===== config.mk =====
export PLATFORM = sky130hd
export DESIGN_NAME = mydesign_sweeper
export DESIGN_NICKNAME = d
export VERILOG_FILES = /design/src/rtl/mydesign_sweeper.sv
export SDC_FILE = /design/constraint.sdc
export NUM_CORES = 1
export LEC_CHECK = 0
export ABC_AREA = 1
export CORE_UTILIZATION = 60
export CTS_BUF_LIST = sky130_fd_sc_hd__clkbuf_4
export CTS_CLUSTER_SIZE = 20
export DETAILED_ROUTE_END_ITERATION = 7
export GPL_ROUTABILITY_DRIVEN = 1
export PLACE_DENSITY = 0.86
export SLEW_MARGIN = 40
export SYNTH_ARGS = -nofsm -noshare
export SYNTH_HDL_FRONTEND = slang
export SYNTH_SLANG_ARGS = --single-unit

===== constraint.sdc =====
create_clock -name clk_ci -period 5.8 [get_ports clk_ci]
set_input_delay 1.16 -clock clk_ci [delete_from_list [all_inputs] [get_ports clk_ci]]
set_output_delay 1.16 -clock clk_ci [all_outputs]
set_load 0.02 [all_outputs]

===== src/rtl/mydesign_sweeper.sv =====
// Exhaustive operand sweeper: walks every (a, b) pair through a fixed-latency DUT and
// streams {a, b, result, last} beats out of a credit-checked FIFO. Define SWEEPER_CHECKSUM_EN
// to add a running 32-bit sum of the handshaked results on checksum_o.
module mydesign_sweeper #(
   parameter int N_IN        = 3,
   parameter int N_OUT       = 6,
   parameter int DUT_LATENCY = 1,
   parameter int FIFO_DEPTH  = 4
) (
   input  logic             clk_ci,
   input  logic             rst_i,
   input  logic             start_i,
   output logic [N_IN-1:0]  operand_a_o,
   output logic [N_IN-1:0]  operand_b_o,
   input  logic [N_OUT-1:0] result_i,
   output logic             vec_valid_o,
   input  logic             vec_ready_i,
   output logic [N_IN-1:0]  vec_a_o,
   output logic [N_IN-1:0]  vec_b_o,
   output logic [N_OUT-1:0] vec_result_o,
   output logic             vec_last_o,
   output logic             busy_o,
   output logic             done_o
`ifdef SWEEPER_CHECKSUM_EN
   ,
   output logic [31:0]      checksum_o
`endif
);

   localparam int CNT_W   = 2 * N_IN;
   localparam int PTR_W   = (FIFO_DEPTH > 1) ? $clog2(FIFO_DEPTH) : 1;
   localparam int OCC_W   = $clog2(FIFO_DEPTH + 1);
   localparam int ENTRY_W = 2 * N_IN + 1 + N_OUT;

   typedef enum logic [1:0] {
      IDLE,
      SWEEP,
      DRAIN,
      DONE
   } state_t;

   typedef struct packed {
      logic            valid;
      logic [N_IN-1:0] a;
      logic [N_IN-1:0] b;
      logic            last;
   } tag_t;

   state_t state_q, state_d;

   logic [CNT_W-1:0] pair_cnt_q;
   logic             issue;
   logic             pair_is_last;
   logic             sweep_start;

   logic             issue_q;
   logic             last_q;
   tag_t             pipe_q [DUT_LATENCY];
   tag_t             stage_in;
   tag_t             pipe_out;

   logic [OCC_W-1:0] inflight_q;
   logic [OCC_W-1:0] fifo_count_q;
   logic [OCC_W:0]   credit_used;

   logic [ENTRY_W-1:0] mem_q [FIFO_DEPTH];
   logic [PTR_W-1:0]   wr_ptr_q, rd_ptr_q;
   logic [ENTRY_W-1:0] head;
   logic               push, pop;
   logic               last_popped_q;

   function automatic logic [PTR_W-1:0] ptr_next(input logic [PTR_W-1:0] ptr);
      if (ptr == PTR_W'(FIFO_DEPTH - 1)) begin
         return '0;
      end
      return ptr + PTR_W'(1);
   endfunction

   assign sweep_start  = (state_q == IDLE) && start_i;
   assign pair_is_last = &pair_cnt_q;
   // Credits cover every pair that has been issued but not yet popped, so a push never overflows.
   assign credit_used  = {1'b0, fifo_count_q} + {1'b0, inflight_q};
   assign issue        = (state_q == SWEEP) && (credit_used < (OCC_W + 1)'(FIFO_DEPTH));

   assign stage_in = '{valid: issue_q, a: operand_a_o, b: operand_b_o, last: last_q};
   assign pipe_out = pipe_q[DUT_LATENCY-1];
   assign push     = pipe_out.valid;
   assign pop      = vec_valid_o && vec_ready_i;

   always_ff @(posedge clk_ci or posedge rst_i) begin
      if (rst_i) begin
         state_q <= IDLE;
      end else begin
         state_q <= state_d;
      end
   end

   always_comb begin
      state_d = state_q;
      busy_o  = 1'b0;
      done_o  = 1'b0;
      case (state_q)
         IDLE: begin
            if (start_i) begin
               state_d = SWEEP;
            end
         end
         SWEEP: begin
            busy_o = 1'b1;
            if (issue && pair_is_last) begin
               state_d = DRAIN;
            end
         end
         DRAIN: begin
            busy_o = 1'b1;
            if ((inflight_q == '0) && (fifo_count_q == '0) && last_popped_q) begin
               state_d = DONE;
            end
         end
         DONE: begin
            done_o  = 1'b1;
            state_d = IDLE;
         end
         default: begin
            state_d = IDLE;
         end
      endcase
   end

   // The counter parks on the all-ones pair; only a new start brings it back to zero.
   always_ff @(posedge clk_ci or posedge rst_i) begin
      if (rst_i) begin
         pair_cnt_q <= '0;
      end else if (sweep_start) begin
         pair_cnt_q <= '0;
      end else if (issue && !pair_is_last) begin
         pair_cnt_q <= pair_cnt_q + CNT_W'(1);
      end
   end

   always_ff @(posedge clk_ci or posedge rst_i) begin
      if (rst_i) begin
         operand_a_o <= '0;
         operand_b_o <= '0;
         issue_q     <= 1'b0;
         last_q      <= 1'b0;
      end else begin
         issue_q <= issue;
         last_q  <= issue && pair_is_last;
         if (issue) begin
            operand_a_o <= pair_cnt_q[CNT_W-1:N_IN];
            operand_b_o <= pair_cnt_q[N_IN-1:0];
         end
      end
   end

   // The tag leaves the operand stage and then rides DUT_LATENCY stages, so its exit lines up with the matching result_i.
   always_ff @(posedge clk_ci or posedge rst_i) begin
      if (rst_i) begin
         for (int i = 0; i < DUT_LATENCY; i++) begin
            pipe_q[i] <= '0;
         end
      end else begin
         pipe_q[0] <= stage_in;
         for (int i = 1; i < DUT_LATENCY; i++) begin
            pipe_q[i] <= pipe_q[i-1];
         end
      end
   end

   always_ff @(posedge clk_ci or posedge rst_i) begin
      if (rst_i) begin
         inflight_q <= '0;
      end else begin
         case ({issue, push})
            2'b10:   inflight_q <= inflight_q + OCC_W'(1);
            2'b01:   inflight_q <= inflight_q - OCC_W'(1);
            default: inflight_q <= inflight_q;
         endcase
      end
   end

   always_ff @(posedge clk_ci) begin
      if (push) begin
         mem_q[wr_ptr_q] <= {pipe_out.a, pipe_out.b, pipe_out.last, result_i};
      end
   end

   always_ff @(posedge clk_ci or posedge rst_i) begin
      if (rst_i) begin
         wr_ptr_q     <= '0;
         rd_ptr_q     <= '0;
         fifo_count_q <= '0;
      end else begin
         if (push) begin
            wr_ptr_q <= ptr_next(wr_ptr_q);
         end
         if (pop) begin
            rd_ptr_q <= ptr_next(rd_ptr_q);
         end
         case ({push, pop})
            2'b10:   fifo_count_q <= fifo_count_q + OCC_W'(1);
            2'b01:   fifo_count_q <= fifo_count_q - OCC_W'(1);
            default: fifo_count_q <= fifo_count_q;
         endcase
      end
   end

   always_ff @(posedge clk_ci or posedge rst_i) begin
      if (rst_i) begin
         last_popped_q <= 1'b0;
      end else if (sweep_start) begin
         last_popped_q <= 1'b0;
      end else if (pop && vec_last_o) begin
         last_popped_q <= 1'b1;
      end
   end

   // The storage array is not reset, so the beat fields are masked to zero whenever the FIFO is empty.
   assign head         = mem_q[rd_ptr_q];
   assign vec_valid_o  = (fifo_count_q != '0);
   assign vec_a_o      = vec_valid_o ? head[ENTRY_W-1 -: N_IN]      : '0;
   assign vec_b_o      = vec_valid_o ? head[N_OUT+N_IN -: N_IN]     : '0;
   assign vec_last_o   = vec_valid_o ? head[N_OUT]                  : 1'b0;
   assign vec_result_o = vec_valid_o ? head[N_OUT-1:0]              : '0;

`ifdef SWEEPER_CHECKSUM_EN
   logic [31:0] checksum_q;

   always_ff @(posedge clk_ci or posedge rst_i) begin
      if (rst_i) begin
         checksum_q <= '0;
      end else if (sweep_start) begin
         checksum_q <= '0;
      end else if (pop) begin
         checksum_q <= checksum_q + 32'(vec_result_o);
      end
   end

   assign checksum_o = checksum_q;
`else
   // Default build carries no result accumulator.
`endif

endmodule

==> results of run 1 <==
## sequential cells by signal, indices dropped and copies added (netlist names)
| signal | cells |
|---|---|
| push | 1 |
| issue_q | 1 |
| state_q | 2 |
| inflight_q | 3 |
| pair_cnt_q | 6 |
| last_popped_q | 1 |
| last_q | 1 |
| mem_q | 52 |
| fifo_count_q | 3 |
| rd_ptr_q | 2 |
| pipe_out | 7 |
| operand_a_o | 3 |
| operand_b_o | 3 |
| wr_ptr_q | 2 |
## cell usage in the layout (no fill, tap or decap)
| master | n |
|---|---|
| sky130_fd_sc_hd__fa_1 | 2 |
| sky130_fd_sc_hd__clkinvlp_4 | 1 |
| sky130_fd_sc_hd__buf_4 | 1 |
| sky130_fd_sc_hd__inv_6 | 1 |
| sky130_fd_sc_hd__inv_1 | 33 |
| sky130_fd_sc_hd__nand2_2 | 2 |
| sky130_fd_sc_hd__clkinv_2 | 1 |
| sky130_fd_sc_hd__clkbuf_4 | 9 |
| sky130_fd_sc_hd__inv_2 | 2 |
| sky130_fd_sc_hd__xnor2_1 | 3 |
| sky130_fd_sc_hd__dfrtp_2 | 1 |
| sky130_fd_sc_hd__dfrtp_1 | 34 |
| sky130_fd_sc_hd__nor2_4 | 3 |
| sky130_fd_sc_hd__o21ai_0 | 39 |
| sky130_fd_sc_hd__edfxtp_1 | 52 |
| sky130_fd_sc_hd__clkdlybuf4s50_1 | 31 |
| sky130_fd_sc_hd__or2_2 | 1 |
| sky130_fd_sc_hd__nor3_4 | 1 |
| sky130_fd_sc_hd__clkinv_1 | 3 |
| sky130_fd_sc_hd__o21ai_2 | 1 |
| sky130_fd_sc_hd__nand3_1 | 6 |
| sky130_fd_sc_hd__nor2_1 | 59 |
| sky130_fd_sc_hd__nand3_2 | 4 |
| sky130_fd_sc_hd__a21oi_1 | 18 |
| sky130_fd_sc_hd__nand4_1 | 5 |
| sky130_fd_sc_hd__nand2_1 | 40 |
| sky130_fd_sc_hd__ha_1 | 15 |
| sky130_fd_sc_hd__xor2_1 | 2 |
| sky130_fd_sc_hd__bufinv_16 | 1 |
| sky130_fd_sc_hd__o21ai_1 | 3 |
## how the worst max path moves through the flow
stage,startpoint,endpoint,slack (ns),depth (start not counted)
after floorplan,rd_ptr_q[0],vec_b_o[0],3.40,5
after global placement,rd_ptr_q[0],vec_last_o,2.45,4
after detailed placement,rd_ptr_q[0],vec_result_o[0],2.36,4
after CTS,rd_ptr_q[0],vec_result_o[0],1.87,4
after global routing,rd_ptr_q[1],vec_a_o[0],1.81,5
final,rd_ptr_q[1],vec_b_o[1],1.97,5
## logic make-up (layout without fill, tap and decap cells)
| kind of cell | Yosys count | in the layout |
|---|---|---|
| xor+xnor | 5 | 5 |
| flops | 87 | 87 |
| compound gates | 61 | 61 |
| fa+ha+maj | 17 | 17 |
| simple gates | 121 | 121 |
| buf+inv | 45 | 83 |
## power by group
group	switching, W	total, W	internal (W)
combinational	0.000525	0.000902	0.000377
sequential	0.000131	0.000911	0.000780
clock	0.000196	0.000324	0.000128
total	0.000853	0.00214	0.00128
## layer usage
metal  up-vias  global-route usage [%]  part of all wire (%)
met4         0                    9.64                   1.1
met5         -                       0                     0
li1       1192                       -                     -
met1      1148                    27.0                    41
met2        63                    43.6                    54
met3         7                    4.83                   4.3
## stage by stage
step	total power [W]	instance area (um2)	utilization (%)	cells
final	0.00214	4230	70.7	449
after floorplan	0.00151	3750	-	336
after detailed placement	0.00182	4100	68.5	433
after CTS	0.00215	4230	70.7	449
after global placement	0.00178	4100	68.5	433
after global routing	0.00229	4230	70.7	449
## critical path: stages, from the launching register on
cell,delay (ns)
sky130_fd_sc_hd__dfrtp_1,0.70
sky130_fd_sc_hd__inv_1,0.40
sky130_fd_sc_hd__nor2_1,0.18
sky130_fd_sc_hd__o21ai_0,0.10
sky130_fd_sc_hd__a21oi_1,0.21
sky130_fd_sc_hd__clkdlybuf4s50_1,0.64
## cells in the mapped netlist
cell type,number
sky130_fd_sc_hd__xor2_1,2
sky130_fd_sc_hd__nor2_1,59
sky130_fd_sc_hd__inv_2,2
sky130_fd_sc_hd__dfrtp_1,35
sky130_fd_sc_hd__nand4_1,5
sky130_fd_sc_hd__edfxtp_1,52
sky130_fd_sc_hd__buf_6,1
sky130_fd_sc_hd__clkbuf_1,2
sky130_fd_sc_hd__nor2_4,3
sky130_fd_sc_hd__o21ai_2,1
sky130_fd_sc_hd__clkbuf_2,2
sky130_fd_sc_hd__xnor2_1,3
sky130_fd_sc_hd__a21oi_1,18
sky130_fd_sc_hd__nand2_2,2
sky130_fd_sc_hd__o21ai_1,3
sky130_fd_sc_hd__nand3_2,4
sky130_fd_sc_hd__nand2_1,40
sky130_fd_sc_hd__or2_2,1
sky130_fd_sc_hd__ha_1,15
sky130_fd_sc_hd__inv_1,33
sky130_fd_sc_hd__buf_4,2
sky130_fd_sc_hd__nor3_4,1
sky130_fd_sc_hd__nand3_1,6
sky130_fd_sc_hd__fa_1,2
sky130_fd_sc_hd__buf_2,3
sky130_fd_sc_hd__o21ai_0,39
## final cells by class
| cell class | count | area (um2) |
|---|---|---|
| clock buffer | 9 | 67.6 |
| clock inverter | 7 | 62.6 |
| fill | 420 | 1760 |
| inverter | 35 | 131 |
| multi-input combinational | 204 | 1120 |
| sequential | 87 | 2440 |
| tap | 75 | 93.8 |
| timing repair buffer | 32 | 318 |
==> reports/results.txt, run 1 <==
The flow ran to the end, and the final reports show no timing, DRC or antenna violations. The total clock sinks is 87, and the static power due to leakage is 1.76 nW. The leftover overflow at the end of global routing came out at 0. Setup repair after global routing left no endpoint under its margin. After synthesis, the mean cell area works out to 11.2 um2. For hold timing, the worst endpoint is push. The worst hold path cell count is 0, and the worst setup slack after placement is 2.36 ns. Summing the areas of all xor and xnor instances in the mapped netlist gives 1.17% of the synthesized area. The logs give 65.0% for the sequential share of the synthesized area and 0.0125 ns for the setup skew after layout. The tools report the number of vias after detailed routing as 2,410. The die is 81.1 um tall. Summing the areas of all compound-gate instances in the mapped netlist gives 8.24% of the synthesized area. After synthesis, the largest area contributor takes up 41.6% of total cell area. The half-perimeter wire length after placement came out at 4460 um.

After clock tree synthesis, the clock-pin slew on the worst setup and hold paths is 0.13 ns. VDD sags by at most 362 uV. For the gate count of the mapped netlist, the log shows 336. The endpoint identified for the worst register-to-register timing path is inflight_q[2]. The post-synthesis net count was 363; the width of the die was 81.1 um. During synthesis, Yosys emitted a total of 0 warnings. The number of antenna violations at the first check in global routing came out at 0.

The worst setup path is captured at an output pin. The global-route usage over all layers is 23.8%, and the TritonCTS buffer count is 9. Synthesis instantiated 26 different standard cells from the library. The layout cell share with drive strength beyond 1 is 7.75%. For this design the ratio of total power to cell area is 505 nW/um2. Entering global routing, the biggest net connects 36 pins. The H-tree was split into 3 levels. The final layout contains 396 nets. The final number of setup-violating endpoints is 0.

The via count of the first global-routing pass came out at 2,461. The number of buffers on the longest clock path came out at 2. Buffers added to address setup during post-CTS repair amount to 0. The initialized floorplan defines 28 standard-cell rows. The total of flip-flops plus latches after synthesis was 87. The critical path data required time came out at 4.64 ns. The summed negative setup slack over all endpoints is 0 ns. In the routed design, unresolved DRC markers number 0. The later-pin clock latency in the skew report came out at 0.43 ns. The path class of the tightest hold or removal check is register to register.

The run gives 0.375 ns as the final hold slack. The minimum period implied by the final worst setup slack was 3.83 ns. After Yosys synthesis, full adders, half adders and majority gates account for 6.07% of the synthesized area. For the setup slack on the worst flop-to-flop path, the log shows 3.36 ns. Depth of the worst register-to-register path: 10. Timing would allow up to 0.261 GHz. TritonCTS built the clock tree.

The final antenna diode count is 0. The critical path class was register to output pin. After detailed routing, the average wire length per cell comes to 15.1 um.

The placer congestion estimate is 0.783, and the number of nets with antenna violations after routing is 0. Setup slack closes at 1.97 ns. The startpoint identified for the worst hold timing path is issue_q. The arrival time reported for the critical path endpoint was 2.67 ns; the number of port buffers was 31. The die area came out at 6570 um2.

By area the synthesized netlist is led by sky130_fd_sc_hd__edfxtp_1, sky130_fd_sc_hd__dfrtp_1, sky130_fd_sc_hd__nor2_1, sky130_fd_sc_hd__o21ai_0, sky130_fd_sc_hd__ha_1. The run gives 52.8% as the remaining max-slew budget at the tightest pin. The count of hold buffers inserted by post-cts repair is 0. Iteration-0 DRC count of the detailed router: 168. The cell sitting at the root of the clock tree is a sky130_fd_sc_hd__clkbuf_4.

Of all nets on the critical path, the largest fanout is 15. The pin slew with the least headroom to its limit is 0.705 ns. From synthesis to final layout, the design area changed by 12.9%. For the hold violation total from the final report, the log shows 0.

Effective utilization at floorplan: 62.6%. For the final max-slew violation count, the log shows 0. The largest family of logic cells by synthesized area is simple AND/OR/NAND/NOR gates.

The worst path uses 66.0% of the clock period. The first detailed-routing pass took 4 iterations. The mapped netlist covers 3750 um2. In this run the standard cell core region covers 5990 um2.

The tools report the post-cts sizing count as 0. The startpoint identified for the worst register-to-register timing path is fifo_count_q[2]. The worst setup path is launched from a register. Summed over all layers, the routed wires come to 6790 um. Number of primary I/O pins: 32. The tool flagged a number of max-cap violations equal to 0. The run gives 11,300 um as the global-route wire length before repair. The top cell type by total area after synthesis is sky130_fd_sc_hd__edfxtp_1. Measured against the total synthesized area, the mux share comes to 0%. Of the total synthesized cell area, the portion taken by AND, OR, NAND and NOR gates is 14.4%. The via density per instance works out to 5.37.
(Power assumes the default switching activity.)
==> inputs of run 2 (changes only) <==
--- a/config.mk
+++ b/config.mk
@@ -6,12 +6,12 @@
 export NUM_CORES = 1
 export LEC_CHECK = 0
 export ABC_AREA = 1
-export CORE_UTILIZATION = 60
+export CORE_UTILIZATION = 54
 export CTS_BUF_LIST = sky130_fd_sc_hd__clkbuf_4
 export CTS_CLUSTER_SIZE = 20
 export DETAILED_ROUTE_END_ITERATION = 7
 export GPL_ROUTABILITY_DRIVEN = 1
-export PLACE_DENSITY = 0.86
+export PLACE_DENSITY = 0.82
 export SLEW_MARGIN = 40
 export SYNTH_ARGS = -nofsm -noshare
 export SYNTH_HDL_FRONTEND = slang
==> constraint.sdc (replaced) <==
create_clock -name clk_ci -period 3.1 [get_ports clk_ci]
set_input_delay 0.62 -clock clk_ci [delete_from_list [all_inputs] [get_ports clk_ci]]
set_output_delay 0.62 -clock clk_ci [all_outputs]
set_load 0.02 [all_outputs]
==> run 2 against run 1 <==
Clock-buffer cell count is the same. Routed wire length rose by 0.97%. Clock power up 120%. Die area up 11%. Register-to-register slack worse by 2.7 ns. Critical endpoint is now vec_b_o[2]. Critical path depth rose by 1. Global-route usage shrank 2.8 points. Sequential power rose by 82%. Non-clock buffer count is 3 higher. Cell count rose by 1.8%.
==> reports/results.txt, run 2 (synthesis gave the netlist of run 1 again) <==
The flow ran to the end, and the final reports show no timing, DRC or antenna violations. The placer congestion estimate was 0.790 (+0.84%); the fraction of power consumed by the clock network was 17.0% (+1.8 points). The tools report the count of hold buffers inserted by post-cts repair as 0 (unchanged). Worst setup slack after placement: 0.440 ns (-1.92 ns).

For the later-pin clock latency in the skew report, the log shows 0.41 ns (-0.02 ns). The remaining max-slew budget at the tightest pin is 50.6% (-2.3 points), and the global-route usage over all layers is 21.0% (-2.8 points). The number of nets with antenna violations after routing is 0 (unchanged).

The number of iterations in the first detailed-routing pass was 4 (unchanged). The static power due to leakage was 1.79 nW (+1.5%); the number of max-cap violations was 0 (unchanged). The run gives 32 (unchanged) as the number of primary I/O pins.

The tools report the critical path launch point type as a register. Setup repair after global routing left no endpoint under its margin. The pin slew with the least headroom to its limit was 0.739 ns (+0.0337 ns). The fraction of power spent switching nets came out at 39.2% (-0.70 points). The effective utilization at floorplan was 55.5% (-7.1 points).

The summed negative setup slack over all endpoints was 0 ns (unchanged); the setup skew after layout was 0.00921 ns (-0.00327 ns). Post-route total power: 0.00415 W (+94%). For the achievable frequency, the log shows 0.342 GHz. The logs give 11,500 um (+2.3%) for the global-route wire length before repair and 0 (unchanged) for the number of antenna violations at the first check in global routing. For the final number of setup-violating endpoints, the log shows 0 (unchanged). For the number of buffers on the longest clock path, the log shows 2 (unchanged). The iteration-0 DRC count of the detailed router was 140 (-17%). mem_q holds more flip-flops than any other register. The number of vias after detailed routing was 2,459 (+2.0%). TritonCTS built the clock tree.

The path category of the worst min-delay check was register to register. The total power per unit cell area is 965 nW/um2 (+91%), and the number of port buffers is 31 (unchanged). For the critical path data required time, the log shows 2.48 ns (-2.16 ns). The filler cell count in the final layout is 534 (+27%), and the post-cts sizing count is 1 (+1). The share of power burned in combinational logic was 42.9% (+0.7 points).

For the half-perimeter wire length after placement, the log shows 4510 um (+1.1%). The logs give 0.175 ns (-1.80 ns) for the post-route worst setup slack and 9 (unchanged) for the TritonCTS buffer count. The buffer count from post-CTS setup fixing is 0 (unchanged), and the final hold slack is 0.368 ns (-0.00736 ns). Final antenna diode count: 0 (unchanged). The peak supply drop was 607 uV (+68%); the routed wire length was 6860 um (+0.97%). For the core area, the log shows 6760 um2 (+13%). The run gives 40.1% (-2.5 points) as the sequential power share. The clock-pin slew on the worst setup and hold paths is 0.13 ns (about the same), and the peak fanout along the critical path is 16 (+1). The via count of the first global-routing pass is 2,467 (+0.24%). Flip-flop count of the largest register, all copies and words added: 52 (unchanged). The run gives 7280 um2 (+11%) as the die area.

The worst hold path cell count was 0 (unchanged). In this run the clock root is driven by a sky130_fd_sc_hd__clkbuf_4. For the final layout net count, the log shows 399 (+0.76%). The mean routed wirelength per cell was 15.0 um (-0.80%); the post-route clock period utilization was 94.4%. The top cell types in the final layout, fill and taps aside, are sky130_fd_sc_hd__nor2_1, sky130_fd_sc_hd__edfxtp_1, sky130_fd_sc_hd__nand2_1. The DRC violation count after routing is 0 (unchanged). The logs give 0 (unchanged) for the final max-slew violation count and 0 (unchanged) for the hold violation total from the final report. Critical path class: register to output pin.

The minimum period implied by the final worst setup slack works out to 2.92 ns. The total clock sinks is 87 (unchanged), and the die height is 85.3 um (+5.3%). Layout cell share with drive strength beyond 1: 9.02% (+1.3 points).

Number of core rows: 30 (+7.1%). The commonest non-fill, non-tap cell in the layout was sky130_fd_sc_hd__nor2_1. Arrival time reported for the critical path endpoint: 2.30 ns (-0.37 ns). The net switching power of the design was 0.00163 W (+91%). Cell-internal power: 0.00252 W (+96%). STA classifies the critical path endpoint as an output pin. The via density per instance is 5.38 (+0.25%), and the depth of the worst register-to-register path is 10 (unchanged).

Compared with the post-synthesis result, the final layout area differs by 14.7%. The deepest level of the CTS H-tree was 3 (unchanged); the leftover overflow at the end of global routing was 0 (unchanged). The width of the die was 85.3 um (+5.3%). For the largest net degree at the start of global routing, the log shows 36 (unchanged).
run 2: area by class of cell:
class / instances / area, um2 / share of cell area [%]
clock inverter: 7 / 96.3 / 2.24
inverter: 35 / 134 / 3.11
clock buffer: 9 / 67.6 / 1.57
timing repair buffer: 35 / 340 / 7.91
multi-input combinational: 204 / 1120 / 26.1
sequential: 87 / 2440 / 56.7
tap: 80 / 100 / 2.33
run 2: metal layers:
| layer | part of all wire (%) | up-vias | wire length, um | global-route usage [%] |
|---|---|---|---|---|
| met5 | 0 | - | 0 | 0 |
| met4 | 1.7 | 0 | 116 | 9.70 |
| met3 | 4.1 | 10 | 280 | 3.79 |
| met1 | 43 | 1196 | 2960 | 26.3 |
| met2 | 51 | 64 | 3500 | 35.7 |
| li1 | - | 1189 | - | - |
run 2: worst max-delay path: stages (launching register included):
cell and delay (ns):
sky130_fd_sc_hd__dfrtp_4 0.57, sky130_fd_sc_hd__buf_4 0.24, sky130_fd_sc_hd__nor2_1 0.07, sky130_fd_sc_hd__nor2_1 0.08, sky130_fd_sc_hd__o21ai_0 0.09, sky130_fd_sc_hd__a21oi_1 0.20, sky130_fd_sc_hd__clkdlybuf4s50_1 0.64
run 2: path summary, 6_finish.rpt:
path	startpoint	end	slack, ns
min in group asynchronous	rst_i	pair_cnt_q[5]	0.59
max reg2reg	state_q[1]	inflight_q[2]	0.70
min	last_q	pipe_out[0]	0.37
max	rd_ptr_q[0]	vec_b_o[2]	0.18
min reg2reg	last_q	pipe_out[0]	0.37
max in group asynchronous	rst_i	rd_ptr_q[0]	2.16
run 2: power groups by stage:
stage               combinational [W]  clock (W)  sequential, W
detailed placement            0.00178          0        0.00168
floorplan                     0.00121          0        0.00162
finish                        0.00178   0.000705        0.00166
CTS                           0.00180   0.000720        0.00166
global placement              0.00171          0        0.00167
global route                  0.00199   0.000767        0.00169
run 2: stage by stage:
step	area, um2	cells	utilization (%)
after CTS	4300	457	63.6
after floorplan	3750	336	-
after global routing	4300	457	63.7
after global placement	4130	441	61.1
final	4300	457	63.7
after detailed placement	4130	441	61.1
